--- src/rtl/branch_sequencer.sv ---
// branch_sequencer: 6502-style relative branch sequencing with NMOS timing
// (extra cycle when taken, one more when the target crosses a page).
module branch_sequencer #(
   parameter int ADDR_W = 16
) (
   input  logic              clk,
   input  logic              rst,
   input  logic              start,
   input  logic [2:0]        cond_sel,
   input  logic [7:0]        status,
   input  logic [ADDR_W-1:0] pc_in,
   input  logic              operand_valid,
   input  logic [7:0]        data_bus,
   output logic              operand_req,
   output logic              pc_we,
   output logic [ADDR_W-1:0] pc_next,
   output logic              busy,
   output logic              done,
   output logic              taken,
   output logic              page_cross
);
   typedef enum logic [2:0] {IDLE, OPERAND, ADD_LO, FIX_HI, DONE} state_t;
   localparam logic [ADDR_W-9:0] ONE_HI = 1;
   state_t r_state, w_state;
   logic [2:0] r_sel;
   logic [3:0] r_flags;
   logic [ADDR_W-1:0] r_pc, r_pcn, w_pcn;
   logic r_neg, r_cross, w_flag, w_cond, w_cross;
   logic r_req, r_we, r_busy, r_done, r_taken, r_pcross;
   logic w_req, w_we, w_busy, w_done, w_taken, w_pcross;
   logic [8:0] w_sum;
   logic [ADDR_W-9:0] w_hi;
   // r_flags keeps only the branch-relevant status bits: {N,V,Z,C}
   always_comb begin
      w_flag = r_sel[2] ? (r_sel[1] ? r_flags[1] : r_flags[0])
                        : (r_sel[1] ? r_flags[2] : r_flags[3]);
      w_cond = w_flag == r_sel[0];
      w_sum = {1'b0, r_pc[7:0]} + {1'b0, data_bus};
      w_cross = data_bus[7] ? ~w_sum[8] : w_sum[8];
      w_hi = r_neg ? r_pc[ADDR_W-1:8] - ONE_HI : r_pc[ADDR_W-1:8] + ONE_HI;
      w_state = r_state;
      w_req = 1'b0;
      w_we = 1'b0;
      w_pcn = r_pcn;
      w_busy = 1'b1;
      w_done = 1'b0;
      w_taken = r_taken;
      w_pcross = r_pcross;
      case (r_state)
         IDLE: begin
            w_busy = start;
            w_req = start;
            w_state = start ? OPERAND : IDLE;
         end
         OPERAND: begin
            w_req = ~operand_valid;
            if (operand_valid) begin
               w_state = w_cond ? ADD_LO : DONE;
               w_we = w_cond;
               w_pcn = w_cond ? {r_pc[ADDR_W-1:8], w_sum[7:0]} : r_pcn;
               w_done = ~w_cond;
               w_taken = w_cond;
               w_pcross = 1'b0;
            end
         end
         ADD_LO: begin
            w_state = r_cross ? FIX_HI : DONE;
            w_we = r_cross;
            w_pcn = r_cross ? {w_hi, r_pcn[7:0]} : r_pcn;
            w_done = ~r_cross;
            w_pcross = r_cross;
         end
         FIX_HI: begin
            w_state = DONE;
            w_done = 1'b1;
         end
         DONE: begin
            w_state = IDLE;
            w_busy = 1'b0;
         end
         default: begin
            w_state = IDLE;
            w_busy = 1'b0;
         end
      endcase
   end
   always_ff @(posedge clk or posedge rst) begin
      if (rst) begin
         r_state <= IDLE;
         r_sel <= '0;
         r_flags <= '0;
         r_pc <= '0;
         r_neg <= 1'b0;
         r_cross <= 1'b0;
         r_req <= 1'b0;
         r_we <= 1'b0;
         r_pcn <= '0;
         r_busy <= 1'b0;
         r_done <= 1'b0;
         r_taken <= 1'b0;
         r_pcross <= 1'b0;
      end else begin
         r_state <= w_state;
         r_req <= w_req;
         r_we <= w_we;
         r_pcn <= w_pcn;
         r_busy <= w_busy;
         r_done <= w_done;
         r_taken <= w_taken;
         r_pcross <= w_pcross;
         if (r_state == IDLE && start) begin
            r_sel <= cond_sel;
            r_flags <= {status[7], status[6], status[1], status[0]};
            r_pc <= pc_in;
         end
         if (r_state == OPERAND && operand_valid) begin
            r_neg <= data_bus[7];
            r_cross <= w_cross;
         end
      end
   end
   assign operand_req = r_req;
   assign pc_we = r_we;
   assign pc_next = r_pcn;
   assign busy = r_busy;
   assign done = r_done;
   assign taken = r_taken;
   assign page_cross = r_pcross;
endmodule
--- config.mk ---
export PLATFORM = sky130hd
export DESIGN_NAME = branch_sequencer
export DESIGN_NICKNAME = d
export VERILOG_FILES = /design/src/rtl/branch_sequencer.sv
export SDC_FILE = /design/constraint.sdc
export NUM_CORES = 1
export LEC_CHECK = 0
export ABC_AREA = 1
export BUFFER_PORTS_ARGS = -buffer_cell sky130_fd_sc_hd__buf_2
export CORE_ASPECT_RATIO = 0.75
export CORE_MARGIN = 2
export CORE_UTILIZATION = 25
export CTS_CLUSTER_SIZE = 8
export DETAILED_ROUTE_END_ITERATION = 12
export GPL_ROUTABILITY_DRIVEN = 0
export PLACE_DENSITY_LB_ADDON = 0.08
export SLEW_MARGIN = 10
export SYNTH_ARGS = -nofsm -noshare
export SYNTH_HDL_FRONTEND = slang
export SYNTH_SLANG_ARGS = --single-unit
--- constraint.sdc ---
create_clock -name clk -period 2.1 [get_ports clk]
set_input_delay 0.21 -clock clk [delete_from_list [all_inputs] [get_ports clk]]
set_output_delay 0.21 -clock clk [all_outputs]
set_load 0.1 [all_outputs]
==> reports/qor.yml, run 1 <==
outcome: "complete, no violations"
number_of_primary_i_o_pins: 61
cp-start-kind: "register"
clock_tree.buffer_depth: 2
timing.max_cap.violations: 0
timing.final.setup_violations: 0
nets: 434
insertion_delay_ns: 0.29
post_cts_hold_buffer_count: 0
post_synth.cell_area_avg_sq_um: 8.60
grt_overflow_total: 0
layout.cell_area.non_filler_sq_um: 3340
yosysWarnings: 0
critical_path.endpoint_type: "register"
yosysSeqAreaShare_pct: 46.0
synth_simple_gate_area_share_pct: 25.9
cts_resized: 0
max_clock_freq_ghz: 0.545
track_usage_pct: 12.2
dieWidth_um: 124
cts-root-buf: "sky130_fd_sc_hd__clkbuf_16"
cts_tree: "done"
cts_buf_count: 5
synthesis.instances: 316
final_layout_fill_cell_count: 1119
reg2reg_setup_slack_ns: 0.27
setup_repair_bufs_after_cts: 0
final.setup.tns_ns: 0
post_route_cells_drive_above_1_share_pct: 23.7
count_of_state_elements_after_synthesis: 50
synth_top_family_by_area: "simple AND/OR/NAND/NOR gates"
avgViaCountPerCell: 4.28
synth_fa_ha_area_share_pct: 7.92
antenna_left: 0
min_path_type: "in2async"
critical_path_arrival_ns: 2.02
synthesis.area_sq_um: 2720
fp.dieArea_sq_um: 11700
grt_antenna_before_repair: 0
synthDistinctLibCells: 30
core_area_sq_um: 10500
finalHoldViolations: 0
routed_wirelength_mm: 6.48
grt_first_pass_wirelength_mm: 11.2
drt_drc: 0
routedWlPerCell_um: 12.6
first_global_vias: 2316
synthesis.nets: 371
placement.cell_area_sq_um: 3190
timing.clock.skew_ns: 0.00694
via_count: 2209
firstDrtPassIters: 4
die_h_um: 94.3
critical_path_peak_fanout: 8
h_tree_depth: 2
numClockSinks: 50
required_arrival_time_at_the_worst_endpoint_ns: 2.28
setup.worst_path.class: "reg2reg"
initial_standard_cell_utilization_of_the_core_pct: 26.0
muxShareOfSynthArea_pct: 7.04
antenna_cells: 0
worst_slew_margin_relative_to_its_limit_pct: 54.8
pins_over_their_slew_limit: 0
core.rowCount: 32
maximum_number_of_pins_on_one_net_before_global_route_repair: 51
ff2ff_path_depth: 12
clkTransAtPathRegs_ns: 0.07
drt_iter0_drc: 109
finalCritPeriodShare_pct: 87.4
port_buffers: 56
hpwlAfterDp_mm: 4.83
fin_crit_ns: 1.83
area_growth_syn_to_layout_pct: 22.7
tightest_slew_ns: 0.679
synthXorXnorAreaFrac_pct: 1.29
area_fraction_in_compound_gates_after_synthesis_pct: 5.89
rsz0062_at_grt: "false"
-- metrics by stage --
| step | hold slack (ns) | worst slack, ns | instances | utilization [%] |
|---|---|---|---|---|
| final | 0.0987 | 0.265 | 516 | 31.9 |
| after global routing | 0.123 | 0.0645 | 516 | 31.9 |
| after CTS | 0.118 | 0.273 | 516 | 31.9 |
| after detailed placement | 0.428 | 0.282 | 508 | 30.5 |
| after global placement | 0.422 | 0.266 | 508 | 30.5 |
| after floorplan | 0.342 | 0.539 | 316 | - |
-- layout by cell type, fill, tap and decap left out --
cell type                    count
sky130_fd_sc_hd__or2_1           1
sky130_fd_sc_hd__mux2_1         15
sky130_fd_sc_hd__o21ai_2         4
sky130_fd_sc_hd__nand3_2         1
sky130_fd_sc_hd__clkbuf_16       5
sky130_fd_sc_hd__nand2_4         1
sky130_fd_sc_hd__o21ai_1         6
sky130_fd_sc_hd__nor2_2          1
sky130_fd_sc_hd__nand2_2         1
sky130_fd_sc_hd__or2_2           3
sky130_fd_sc_hd__o21ai_0         2
sky130_fd_sc_hd__fa_1            2
sky130_fd_sc_hd__buf_4           3
sky130_fd_sc_hd__buf_12          1
sky130_fd_sc_hd__o21a_1          1
sky130_fd_sc_hd__mux2_2          2
sky130_fd_sc_hd__clkinvlp_4      1
sky130_fd_sc_hd__nor2_1         17
sky130_fd_sc_hd__nand3_4         1
sky130_fd_sc_hd__inv_2           6
sky130_fd_sc_hd__nor2_4          2
sky130_fd_sc_hd__o21bai_1        1
sky130_fd_sc_hd__xor2_1          1
sky130_fd_sc_hd__buf_2          56
sky130_fd_sc_hd__a21oi_1        14
sky130_fd_sc_hd__ha_1           14
sky130_fd_sc_hd__dfrtp_1        50
sky130_fd_sc_hd__nand3_1        27
sky130_fd_sc_hd__nand3b_1        2
sky130_fd_sc_hd__xnor2_1         3
sky130_fd_sc_hd__clkinv_2        1
sky130_fd_sc_hd__clkinv_4        1
sky130_fd_sc_hd__nand2_1       101
sky130_fd_sc_hd__nand4_1         2
sky130_fd_sc_hd__inv_1          31
-- final timing paths --
path | start | to
worst min register to register | pc_next[12]$_DFFE_PP0P_ | pc_next[12]$_DFFE_PP0P_
worst max register to register | r_neg$_DFFE_PP0P_ | pc_next[14]$_DFFE_PP0P_
worst min-delay path | rst | pc_next[3]$_DFFE_PP0P_
max in group asynchronous | rst | r_flags[3]$_DFFE_PP0P_
worst max-delay path | r_neg$_DFFE_PP0P_ | pc_next[14]$_DFFE_PP0P_
min in group clk | status[0] | r_flags[0]$_DFFE_PP0P_
-- flip-flops by register name, summed over array words and instances (netlist names), 3 cells and up --
signal,cells
r_sel,3
pc_next,16
r_state,3
r_flags,4
r_pc,16
-- area by class of cell --
cell class | count | area (sq um) | share of cell area (%)
well taps | 136 | 170 | 5.10
flip-flops and latches | 50 | 1250 | 37.5
clock buffers | 5 | 125 | 3.75
repair buffers | 60 | 323 | 9.68
inverters | 37 | 139 | 4.16
clock inverters | 3 | 21.3 | 0.638
multi-input cells | 225 | 1310 | 39.2
-- Yosys cell counts, drive strengths merged --
| library cell | number | area [sq um] |
|---|---|---|
| xnor2 | 3 | 26.3 |
| inv | 37 | 139 |
| or2 | 4 | 25.0 |
| o21bai | 1 | 7.51 |
| nor2 | 20 | 92.6 |
| dfrtp | 50 | 1250 |
| a21oi | 14 | 70.1 |
| xor2 | 1 | 8.76 |
| nand2 | 103 | 397 |
| buf | 4 | 22.5 |
| nand3 | 29 | 163 |
| o21ai | 12 | 75.1 |
| mux2 | 17 | 191 |
| ha | 14 | 175 |
| o21a | 1 | 7.51 |
| nand3b | 2 | 15.0 |
| nand4 | 2 | 12.5 |
| fa | 2 | 40.0 |
-- kinds of logic (layout without fill, tap and decap cells) --
| group | count (synthesis) | in the layout |
|---|---|---|
| AOI/OAI and AO/OA | 28 | 28 |
| xor gates and xnor gates | 4 | 4 |
| adders and majority gates | 16 | 16 |
| buffers and inverters | 41 | 105 |
| DFF | 50 | 50 |
| muxes | 17 | 17 |
| and+or+nand+nor | 160 | 160 |
-- critical path: stages (launching register included) --
cell and delay (ns):
sky130_fd_sc_hd__dfrtp_1 0.56, sky130_fd_sc_hd__inv_1 0.13, sky130_fd_sc_hd__fa_1 0.37, sky130_fd_sc_hd__inv_1 0.07, sky130_fd_sc_hd__nand2_1 0.06, sky130_fd_sc_hd__nand2_1 0.11
sky130_fd_sc_hd__nand3_1 0.11, sky130_fd_sc_hd__nand2_1 0.07, sky130_fd_sc_hd__nand2_1 0.05, sky130_fd_sc_hd__nand3_1 0.06, sky130_fd_sc_hd__nand2_1 0.05, sky130_fd_sc_hd__nand2_1 0.05
sky130_fd_sc_hd__nand2_1 0.04
-- metal layers --
layer | share of wire [%] | wire length (um) | vias up | track usage [%]
met3 | 5.1 | 331 | 5 | 3.53
li1 | - | - | 1145 | -
met4 | 0.91 | 59 | 0 | 4.03
met2 | 40 | 2600 | 50 | 17.9
met5 | 0 | 0 | - | 0
met1 | 54 | 3490 | 1009 | 17.4
Power of run 1 is left out: the tool's default activity adds up to more than one toggle a clock period on the data nets, which glitch-free logic cannot reach.
==> run 2: changes to the inputs <==
Settings changed: MAX_ROUTING_LAYER set to met4.
==> run 2 against run 1 <==
Sequential share of layout area did not move. Wire length is essentially flat. Critical path depth stayed put. Clock skew hardly changed. First-iteration DRC count up 8.3%. Worst hold slack is essentially flat. Count of clock-buffer cells in the layout unchanged. Via count about the same. Design area unchanged. Global-route usage up 0.37 points. Die area unchanged. Final cell count did not move.
==> reports/qor.yml, run 2 (synthesis gave the netlist of run 1 again) <==
setup.worst_path.class: "reg2reg"
maxUsedRoutingLayer: "met4"
clock_tree.buffer_depth: 2  # unchanged
met3_wirelength_um: 299  # -9.7%
grt_first_pass_wirelength_mm: 11.2  # unchanged
required_arrival_time_at_the_worst_endpoint_ns: 2.28  # about the same
cts_buf_count: 5  # unchanged
avgViaCountPerCell: 4.28  # about the same
numClockSinks: 50  # unchanged
first_global_vias: 2316  # unchanged
dieWidth_um: 124  # unchanged
max_clock_freq_ghz: 0.545  # unchanged
nets: 434  # unchanged
critical_path_peak_fanout: 8  # unchanged
antenna_cells: 0  # unchanged
finalHoldViolations: 0  # unchanged
clkTransAtPathRegs_ns: 0.07  # about the same
outcome: "complete, no violations"
critical_path_arrival_ns: 2.02  # about the same
cts-root-buf: "sky130_fd_sc_hd__clkbuf_16"
grt_overflow_total: 0  # unchanged
worst_slew_margin_relative_to_its_limit_pct: 54.8  # about the same
area_growth_syn_to_layout_pct: 22.7  # unchanged
finalCritPeriodShare_pct: 87.4  # unchanged
number_of_primary_i_o_pins: 61  # unchanged
hpwlAfterDp_mm: 4.83  # unchanged
final_cell_mix: "sky130_fd_sc_hd__nand2_1, sky130_fd_sc_hd__buf_2, sky130_fd_sc_hd__dfrtp_1"
fp.dieArea_sq_um: 11700  # unchanged
drt_drc: 0  # unchanged
maximum_number_of_pins_on_one_net_before_global_route_repair: 51  # unchanged
drt_iter0_drc: 118  # +8.3%
pins_over_their_slew_limit: 0  # unchanged
final.setup.tns_ns: 0  # unchanged
setup_repair_bufs_after_cts: 0  # unchanged
critical_path.endpoint_type: "register"
timing.clock.skew_ns: 0.00696  # +0.0000240 ns
grt_antenna_before_repair: 0  # unchanged
h_tree_depth: 2  # unchanged
routedWlPerCell_um: 12.6  # about the same
rsz0062_at_grt: "false"
port_buffers: 56  # unchanged
insertion_delay_ns: 0.29  # about the same
post_route_cells_drive_above_1_share_pct: 23.7  # unchanged
timing.max_cap.violations: 0  # unchanged
die_h_um: 94.3  # unchanged
timing.final.setup_violations: 0  # unchanged
final_common_cell: "sky130_fd_sc_hd__nand2_1"
firstDrtPassIters: 4  # unchanged
fin_crit_ns: 1.83  # unchanged
post_cts_hold_buffer_count: 0  # unchanged
routed_wirelength_mm: 6.48  # about the same
tightest_slew_ns: 0.679  # -0.0000185 ns
cts_resized: 0  # unchanged
core_area_sq_um: 10500  # unchanged
initial_standard_cell_utilization_of_the_core_pct: 26.0  # unchanged
cp-start-kind: "register"
track_usage_pct: 12.6  # +0.37 points
cts_tree: "done"
met2WireLength_mm: 2.61  # +0.15%
min_path_type: "in2async"
core.rowCount: 32  # unchanged
via_count: 2210  # +0.045%
detail_route.wirelength.met1_mm: 3.52  # +0.89%
antenna_left: 0  # unchanged
[run 2: cell counts in the layout (fill, tap and decap cells not counted)]
No cell type changed its count.
[run 2: critical path, cell delays in order, from the launching register on]
cell,delay (ns)
sky130_fd_sc_hd__dfrtp_1,0.56
sky130_fd_sc_hd__inv_1,0.13
sky130_fd_sc_hd__fa_1,0.37
sky130_fd_sc_hd__inv_1,0.07
sky130_fd_sc_hd__nand2_1,0.06
sky130_fd_sc_hd__nand2_1,0.11
sky130_fd_sc_hd__nand3_1,0.11
sky130_fd_sc_hd__nand2_1,0.07
sky130_fd_sc_hd__nand2_1,0.05
sky130_fd_sc_hd__nand3_1,0.06
sky130_fd_sc_hd__nand2_1,0.05
sky130_fd_sc_hd__nand2_1,0.05
sky130_fd_sc_hd__nand2_1,0.04
[run 2: per-stage QoR]
step,setup slack (ns),area [sq um],cells,util [%],hold WS [ns]
finish,0.265,3340,516,31.9,0.0986
global route,0.0645,3340,516,31.9,0.123
CTS,0.273,3340,516,31.9,0.118
detailed placement,0.282,3190,508,30.5,0.428
global placement,0.266,3190,508,30.5,0.422
floorplan,0.539,2720,316,-,0.342
[run 2: per-layer routing]
metal,up-vias,track usage (%)
li1,1146,-
met1,1011,17.5
met2,48,17.9
met3,5,3.36
met4,0,4.03
met5,-,-
[run 2: path summary, 6_finish.rpt]
path	startpoint	to	slack (ns)	cells after the start
max in group asynchronous	rst	r_flags[3]$_DFFE_PP0P_	1.55	3
min	rst	pc_next[3]$_DFFE_PP0P_	0.1	3
min reg2reg	pc_next[12]$_DFFE_PP0P_	pc_next[12]$_DFFE_PP0P_	0.47	2
min in group clk	status[0]	r_flags[0]$_DFFE_PP0P_	0.12	2
max	r_neg$_DFFE_PP0P_	pc_next[14]$_DFFE_PP0P_	0.27	12
max reg2reg	r_neg$_DFFE_PP0P_	pc_next[14]$_DFFE_PP0P_	0.27	12
[run 2: cell type report]
cell class                 count  area, sq um
clock inverter                 3         21.3
fill                        1119         7110
multi-input combinational    225         1310
timing repair buffer          60          323
clock buffer                   5          125
tap                          136          170
inverter                      37          139
sequential                    50         1250
Power of run 2 is left out for the same reason.
==> run 3: changes to the inputs <==
Clock period 2.1 ns to 1.92 ns, I/O delays scaled along.
==> run 3 against run 2 <==
Non-clock buffer count rose by 3. Maximum frequency rose by 7.0%. Worst setup slack got worse by 0.060 ns. Final cell count rose by 0.58%. Via count fell by 1.8%. Clock skew fell by 0.0018 ns. Global-route usage fell by 0.21 points. First-iteration DRC count fell by 42%. Sequential share of layout area fell by 0.27 points. Count of clock-buffer cells in the layout rose by 2. Flip-flop and latch count did not move. Register-to-register slack got worse by 0.06 ns. Highest routed layer unchanged.
==> reports/qor.yml, run 3 (synthesis gave the netlist of run 1 again) <==
dieWidth_um: 124  # unchanged
avgViaCountPerCell: 4.18  # -2.3%
final_cell_mix: "sky130_fd_sc_hd__nand2_1, sky130_fd_sc_hd__buf_2, sky130_fd_sc_hd__dfrtp_1"
timing.max_cap.violations: 0  # unchanged
max_stage_delay_ns: 0.44  # -0.12 ns
min_path_type: "in2reg"
maximum_number_of_pins_on_one_net_before_global_route_repair: 51  # unchanged
tightest_slew_ns: 0.492  # -0.187 ns
drt_drc: 0  # unchanged
critPathSlowestCell: "sky130_fd_sc_hd__dfrtp_2"
grt_first_pass_wirelength_mm: 11.2  # -0.61%
antenna_left: 0  # unchanged
nets: 437  # +0.69%
routed_wirelength_mm: 6.47  # -0.15%
ff2ff_path_depth: 10  # -2
area_growth_syn_to_layout_pct: 23.7
track_usage_pct: 12.4  # -0.21 points
final_common_cell: "sky130_fd_sc_hd__nand2_1"
grt_antenna_before_repair: 0  # unchanged
outcome: "complete, no violations"
final_layout_fill_cell_count: 1110  # -0.80%
fin_crit_ns: 1.72  # -0.120 ns
setup.worst_path.start: "r_neg$_DFFE_PP0P_"
timing.clock.skew_ns: 0.00511  # -0.00185 ns
cts_tree: "done"
numClockSinks: 50  # unchanged
port_buffers: 56  # unchanged
crit_chain: "buf_4, ha_1, nand2_1, inv_1, a21oi_1, nand2_1, nand2_1, nand3_1, nand3_1, nand2_1"
critical_path.endpoint_type: "register"
grt_overflow_total: 0  # unchanged
fp.dieArea_sq_um: 11700  # unchanged
core.rowCount: 32  # unchanged
pins_over_their_slew_limit: 0  # unchanged
reg2reg_setup_slack_ns: 0.20  # -0.06 ns
setup_repair_bufs_after_cts: 0  # unchanged
finalCritPeriodShare_pct: 89.3  # +1.9 points
finalHoldViolations: 0  # unchanged
rr_startpoint: "r_neg$_DFFE_PP0P_"
crit_top_cell: "sky130_fd_sc_hd__nand2_1"
crit_path_end: "pc_next[15]$_DFFE_PP0P_"
die_h_um: 94.3  # unchanged
worstReg2RegEnd: "pc_next[15]$_DFFE_PP0P_"
timing.final.setup_violations: 0  # unchanged
insertion_delay_ns: 0.29  # about the same
h_tree_depth: 2  # unchanged
core_area_sq_um: 10500  # unchanged
firstDrtPassIters: 4  # unchanged
drt_iter0_drc: 68  # -42%
critical_path_arrival_ns: 1.90  # -0.12 ns
cp-start-kind: "register"
setup.worst_path.class: "reg2reg"
post_route_cells_drive_above_1_share_pct: 24.0  # +0.34 points
clkTransAtPathRegs_ns: 0.07  # about the same
hpwlAfterDp_mm: 4.83  # about the same
worst_slew_margin_relative_to_its_limit_pct: 67.5  # +13 points
first_global_vias: 2295  # -0.91%
critical_path_peak_fanout: 5  # -3
final.setup.tns_ns: 0  # unchanged
max_clock_freq_ghz: 0.583  # +7.0%
cts_buf_count: 5  # unchanged
routedWlPerCell_um: 12.5  # -0.73%
via_count: 2171  # -1.8%
required_arrival_time_at_the_worst_endpoint_ns: 2.11  # -0.17 ns
antenna_cells: 0  # unchanged
cts-root-buf: "sky130_fd_sc_hd__clkbuf_16"
initial_standard_cell_utilization_of_the_core_pct: 26.0  # unchanged
clock_tree.buffer_depth: 2  # unchanged
number_of_primary_i_o_pins: 61  # unchanged
rsz0062_at_grt: "false"
-- run 3: cell count changes in the layout (fill, tap and decap cells not counted) --
cell | before | now
sky130_fd_sc_hd__buf_4 | 3 | 5
sky130_fd_sc_hd__clkbuf_1 | 0 | 1
sky130_fd_sc_hd__clkbuf_8 | 0 | 1
sky130_fd_sc_hd__clkinv_4 | 1 | 0
sky130_fd_sc_hd__clkinvlp_4 | 1 | 0
sky130_fd_sc_hd__dfrtp_1 | 50 | 49
sky130_fd_sc_hd__dfrtp_2 | 0 | 1
sky130_fd_sc_hd__dlygate4sd3_1 | 0 | 1
-- run 3: worst min path at each step --
stage | start | to | slack, ns | depth (start not counted)
after global routing | status[7] | r_flags[3]$_DFFE_PP0P_ | 0.11 | 2
after global placement | rst | r_pc[14]$_DFFE_PP0P_ | 0.27 | 3
final | pc_in[15] | r_pc[15]$_DFFE_PP0P_ | 0.11 | 2
after CTS | pc_in[0] | r_pc[0]$_DFFE_PP0P_ | 0.10 | 2
after floorplan | status[0] | r_flags[0]$_DFFE_PP0P_ | 0.32 | 1
after detailed placement | rst | r_pc[6]$_DFFE_PP0P_ | 0.27 | 3
-- run 3: per-stage QoR --
step           util (%)  instances  instance area (sq um)  setup WS, ns  hold slack, ns
5_1_grt            32.2        519                   3360       0.00667           0.111
3_3_place_gp       30.7        510                   3200         0.191           0.266
3_5_place_dp       30.7        510                   3200         0.182           0.269
4_1_cts            32.2        519                   3360         0.181           0.104
2_1_floorplan         -        316                   2720         0.359           0.324
6_report           32.2        519                   3360         0.205           0.110
-- run 3: metal layers --
layer  part of all wire [%]  routed length [um]  global-route usage (%)
met5                      0                   0                       -
met2                     40                2600                    17.8
met1                     55                3550                    17.3
met3                    3.8                 246                    3.25
met4                    1.1                  72                    3.37
-- run 3: timing repair --
action / CTS / global route
hold buffers: 1 / 0
gates resized for setup: 0 / 1
hold endpoints to repair: 50 / 0
setup endpoints to repair: 0 / 1
-- run 3: final cells by class --
class / count / area [sq um] / share of cell area, %
timing repair buffer: 63 / 348 / 10.3
sequential: 50 / 1250 / 37.2
multi-input combinational: 225 / 1310 / 38.8
clock inverter: 1 / 5.00 / 0.149
inverter: 37 / 139 / 4.13
tap: 136 / 170 / 5.06
clock buffer: 7 / 143 / 4.24
-- run 3: worst max-delay path: cells and delay by family, from the launching register on --
family	cells	cell delay (ns)
adders and majority gates	1	0.33
and+or+nand+nor	6	0.43
DFF	1	0.44
AOI/OAI and AO/OA	1	0.20
buffers and inverters	2	0.21
Power of run 3 is left out for the same reason.
